### src/rtl/sdsg_delay_cal_pkg.sv
// Shared types and constants for the delay-line calibration controller.
package sdsg_delay_cal_pkg;

  localparam int TAP_W = 8;
  localparam int CNT_W = 9;

  // Latency code reported when the echo never returned.
  localparam logic [CNT_W-1:0] LAT_TIMEOUT_CODE = 9'h1FF;

  typedef enum logic [2:0] {
    IDLE  = 3'd0,
    FLUSH = 3'd1,
    PULSE = 3'd2,
    WAIT  = 3'd3,
    CHECK = 3'd4,
    DONE  = 3'd5
  } state_e;

endpackage

### src/rtl/sdsg_delay_cal.sv
// Calibration controller for the selectable-delay shift line. In idle it
// forwards the operational tap; on start it sweeps taps 0..max, injects a
// single probe per tap and checks that the echo returns after tap+1 cycles.
module sdsg_delay_cal
  import sdsg_delay_cal_pkg::*;
#(
  parameter int DEPTH   = 256,
  parameter int TIMEOUT = 300
) (
  input  logic             clk_i,
  input  logic             rst_ni,
  input  logic [TAP_W-1:0] cfg_tap_i,
  input  logic [TAP_W-1:0] max_tap_i,
  input  logic             start_i,
  output logic             busy_o,
  output logic             done_o,
  output logic             pass_o,
  output logic [TAP_W-1:0] fail_tap_o,
  output logic [CNT_W-1:0] meas_lat_o,
  output logic [TAP_W-1:0] delay_num_o,
  output logic             probe_o,
  input  logic             echo_i
);

  localparam logic [CNT_W-1:0] FLUSH_LAST = CNT_W'(DEPTH - 1);
  localparam logic [CNT_W-1:0] WAIT_LIMIT = CNT_W'(TIMEOUT);

  state_e           state_reg;
  logic [TAP_W-1:0] tap_reg;
  logic [TAP_W-1:0] max_tap_reg;
  logic [CNT_W-1:0] cnt_reg;
  logic [CNT_W-1:0] lat_reg;
  logic             busy_reg;
  logic             done_reg;
  logic             pass_reg;
  logic [TAP_W-1:0] fail_tap_reg;
  logic [CNT_W-1:0] meas_lat_reg;
  logic [TAP_W-1:0] delay_num_reg;
  logic             probe_reg;

  // Latency the line should show at the current tap (tap 0 -> 1 cycle).
  logic [CNT_W-1:0] exp_lat;
  assign exp_lat = {1'b0, tap_reg} + CNT_W'(1);

  // Calibration sequencer; every output comes straight from a register here.
  always_ff @(posedge clk_i or negedge rst_ni) begin
    if (!rst_ni) begin
      state_reg     <= IDLE;
      tap_reg       <= '0;
      max_tap_reg   <= '0;
      cnt_reg       <= '0;
      lat_reg       <= '0;
      busy_reg      <= 1'b0;
      done_reg      <= 1'b0;
      pass_reg      <= 1'b0;
      fail_tap_reg  <= '0;
      meas_lat_reg  <= '0;
      delay_num_reg <= '0;
      probe_reg     <= 1'b0;
    end else begin
      case (state_reg)
        IDLE: begin
          probe_reg     <= 1'b0;
          done_reg      <= 1'b0;
          delay_num_reg <= cfg_tap_i;
          if (start_i) begin
            max_tap_reg   <= max_tap_i;
            tap_reg       <= '0;
            cnt_reg       <= '0;
            busy_reg      <= 1'b1;
            pass_reg      <= 1'b0;
            delay_num_reg <= '0;
            state_reg     <= FLUSH;
          end
        end

        // Hold the probe low long enough that nothing from the previous
        // tap can still be inside the line; echoes seen here are ignored.
        FLUSH: begin
          probe_reg <= 1'b0;
          if (cnt_reg == FLUSH_LAST) begin
            cnt_reg   <= '0;
            state_reg <= PULSE;
          end else begin
            cnt_reg <= cnt_reg + CNT_W'(1);
          end
        end

        // The cycle probe_o is high is latency index 0 (first WAIT cycle).
        PULSE: begin
          probe_reg <= 1'b1;
          cnt_reg   <= '0;
          state_reg <= WAIT;
        end

        WAIT: begin
          probe_reg <= 1'b0;
          if (echo_i) begin
            lat_reg   <= cnt_reg;
            state_reg <= CHECK;
          end else if (cnt_reg == WAIT_LIMIT) begin
            lat_reg   <= LAT_TIMEOUT_CODE;
            state_reg <= CHECK;
          end else begin
            cnt_reg <= cnt_reg + CNT_W'(1);
          end
        end

        // The timeout code can never equal tap+1, so it lands in the fail arm.
        CHECK: begin
          if (lat_reg != exp_lat) begin
            fail_tap_reg <= tap_reg;
            meas_lat_reg <= lat_reg;
            pass_reg     <= 1'b0;
            done_reg     <= 1'b1;
            state_reg    <= DONE;
          end else if (tap_reg == max_tap_reg) begin
            fail_tap_reg <= '0;
            meas_lat_reg <= '0;
            pass_reg     <= 1'b1;
            done_reg     <= 1'b1;
            state_reg    <= DONE;
          end else begin
            tap_reg       <= tap_reg + TAP_W'(1);
            delay_num_reg <= tap_reg + TAP_W'(1);
            cnt_reg       <= '0;
            state_reg     <= FLUSH;
          end
        end

        DONE: begin
          done_reg      <= 1'b0;
          busy_reg      <= 1'b0;
          delay_num_reg <= cfg_tap_i;
          state_reg     <= IDLE;
        end

        default: state_reg <= IDLE;
      endcase
    end
  end

  assign busy_o      = busy_reg;
  assign done_o      = done_reg;
  assign pass_o      = pass_reg;
  assign fail_tap_o  = fail_tap_reg;
  assign meas_lat_o  = meas_lat_reg;
  assign delay_num_o = delay_num_reg;
  assign probe_o     = probe_reg;

endmodule
### config.mk
export PLATFORM = sky130hd
export DESIGN_NAME = sdsg_delay_cal
export DESIGN_NICKNAME = d
export VERILOG_FILES = /design/src/rtl/sdsg_delay_cal_pkg.sv /design/src/rtl/sdsg_delay_cal.sv
export SDC_FILE = /design/constraint.sdc
export NUM_CORES = 1
export LEC_CHECK = 0
export BUFFER_PORTS_ARGS = -buffer_cell sky130_fd_sc_hd__buf_4
export CORE_MARGIN = 5
export CORE_UTILIZATION = 40
export DETAILED_ROUTE_END_ITERATION = 10
export SLEW_MARGIN = 20
export SYNTH_ARGS = -nofsm -noshare
export SYNTH_HDL_FRONTEND = slang
export SYNTH_SLANG_ARGS = --single-unit
### constraint.sdc
create_clock -name clk_i -period 5.5 [get_ports clk_i]
set_input_delay 1.65 -clock clk_i [delete_from_list [all_inputs] [get_ports clk_i]]
set_output_delay 1.65 -clock clk_i [all_outputs]
set_load 0.1 [all_outputs]
==> flow_summary.ini <==
[outcome]
status = completed

[synth]
yosysMostFrequentCell = nand2_1
async_flop_share = 1.000
postSynthNetCount = 406
synth_top_area_frac = 0.4745
ys.warnings.count = 0
synth_common_cells = nand2_1, dfrtp_1, o21ai_0
yosysUniqueCellTypes = 48
synth_flop_cell = dfrtp_1
yosysTopAreaCell = dfrtp_1
avgSynthCellArea_um2 = 9.136
ys_seq_area_frac = 0.4745
syn_inst = 381
yosys-top-cells-area = dfrtp_1, nand2_1, o21ai_0, xnor2_1, mux2_2
synth_edf_count = 0
syn-cell-area_um2 = 3481
synth_seq_cells = 66

[global_routing]
grt_max_degree = 67
grt.total_usage = 0.1610
overflow = 0
grt_pass1_wl_mm = 13.42
grt_pass1_vias = 2597
antenna_found_initial = 0

[final_layout]
n_fill_cell = 845
drive_gt1_frac = 0.1971
nets = 441
syn2layout_area_growth_pct = 18.37
fin_cells = 529
n_antenna_cell = 0

[clock_network]
cts.sinks = 66
clock_latency_ns = 0.34
path_clk_slew_ns = 0.07
cts_made_buffers = 9
holdBufCountCts = 0
cts_resized = 0
cts-htree-levels = 3
cts_tree = yes
postCtsSetupRepairBufs = 0
clockBufferDepth = 2
cts-root-buf = clkbuf_8

[worst_setup_path]
worstPathCellList = ha_1 > and4_1 > a211oi_1 > o2111ai_1 > a211o_1 > or4_1 > mux2_4 > mux2_4
crit_path_max_incr_delay_ns = 0.82
path_buf_inv = 0
cpMostUsedCell = mux2_4
rrSetupSlack_ns = 2.20
cp.required_ns = 5.72
startpoint_type = flop
cp_top_family = simple AND/OR/NAND/NOR gates
end_kind = flop
cp.arrival_ns = 3.52
crit_fanout = 16
slowest_stage = or4_1
crit_type = flop to flop

[placed_design]
place.gp.congestion = 0.9062
dp_worst_setup_slack_ns = 1.930
hpwl_mm = 5.786
placed_cells = 512
portBuffers = 48

[pwr]
ir_drop_mv = 0.1974
switching_share = 0.4431
p_int_w = 0.001201
power.leakage_nw = 1.870
power_frac_clock = 0.226
p_per_area_nw_per_um2 = 523.3
switching_power_w = 0.0009553
power_frac_comb = 0.391
p_seq_frac = 0.383

[hold_path]
hp-class = flop to flop

[sta]
final-setup-viol-count = 0
drv_slew = 0
period_share = 0.5997
skew_ns = 0.008591
relSlewSlack = 0.4159
setup_ws_ns = 2.201
fmax_mhz = 303.2
rsz0062_at_grt = no
hold_violations = 0
worstMarginPinSlew_ns = 0.8722
period_minus_slack_ns = 3.299
tns_ns = 0

[die]
num_rows = 34
dieWidth_um = 103.3
start_util = 0.4051
ios = 49
core_area_um2 = 8593
die_y_um = 103.3
die-area_um2 = 10670

[route]
dr.max_layer_used = met4
drc_errors = 0
routed_wl_mm = 8.110
ant_nets = 0
dr_wl_met2_mm = 3.808
vias_per_cell = 5.318
avgRoutedWirePerCell_um = 15.33
wl_met1_mm = 3.805
drtIter0Drc = 188
dr.pass1.iters = 4
wl_met3_um = 409
num_vias = 2813

[job]
maxCapViolCount = 0
power by group through the flow:
stage / combinational (W) / sequential (W) / clock, W
after detailed placement: 0.000847 / 0.000836 / 0
after floorplan: 0.000363 / 0.00110 / 0
after CTS: 0.000850 / 0.000826 / 0.000500
after global placement: 0.000839 / 0.000828 / 0
after global routing: 0.000906 / 0.000851 / 0.000520
final: 0.000843 / 0.000825 / 0.000487
per-stage QoR:
step	area (um2)	util	power (W)	hold WS [ns]
final	4120	0.4795	0.002156	0.4967
after global routing	4120	0.4795	0.002277	0.5378
after CTS	4105	0.4777	0.002176	0.5045
after detailed placement	3864	0.4496	0.001683	0.4793
after global placement	3864	0.4496	0.001667	0.4755
after floorplan	3481	-	0.001468	0.4665
final cells by class:
type	count	area, um2	area share
inverters	11	41.29	0.01002
well taps	108	135.1	0.03280
clock inverters	7	117.6	0.02855
clock buffers	9	123.9	0.03006
flip-flops and latches	66	1652	0.4008
repair buffers	50	382.9	0.09292
multi-input cells	278	1668	0.4048
worst min-delay path: cells and delay by family, from the launching register on:
kind	cells	cell delay, ns
AOI/OAI and AO/OA	1	0.06
DFF	1	0.35
and+or+nand+nor	1	0.06
final timing paths:
path / start / to / cells past startpoint
max: tap_reg[0] / tap_reg[6] / 8
min: probe_o / probe_o / 2
max reg2reg: tap_reg[0] / tap_reg[6] / 8
min reg2reg: probe_o / probe_o / 2
max in group asynchronous: rst_ni / tap_reg[2] / 1
min in group asynchronous: rst_ni / fail_tap_o[4] / 1
routing by layer:
metal / vias up / global-route usage
met5: - / 0
met3: 8 / 0.02414
met4: 0 / 0.05777
li1: 1390 / -
met1: 1358 / 0.2319
met2: 57 / 0.2467
cells in the final DEF (no fill, tap or decap), types with 3 or more instances in the layout:
| cell type | count |
|---|---|
| clkbuf_8 | 9 |
| nand3_1 | 12 |
| mux2i_1 | 4 |
| dfrtp_1 | 66 |
| inv_1 | 11 |
| xor2_1 | 5 |
| nand4_1 | 4 |
| or4_1 | 3 |
| o22a_1 | 9 |
| nand2_1 | 78 |
| bufinv_16 | 3 |
| and3_1 | 6 |
| buf_4 | 49 |
| a21oi_1 | 8 |
| o21ai_0 | 46 |
| nor3_1 | 6 |
| nor2_1 | 19 |
| nand2b_1 | 8 |
| o31ai_1 | 4 |
| xnor2_1 | 15 |
| ha_1 | 5 |
| mux2_2 | 10 |
| or3_1 | 4 |
kinds of logic after synthesis:
kind of cell,share of synthesized area
adder cells (fa/ha/maj),0.01797
AND/OR/NAND/NOR,0.1966
flip-flops,0.4745
multiplexers,0.05248
XOR/XNOR,0.05032
AO/OA/AOI/OAI,0.1618
buffers and inverters,0.04637
(Power assumes the default switching activity.)
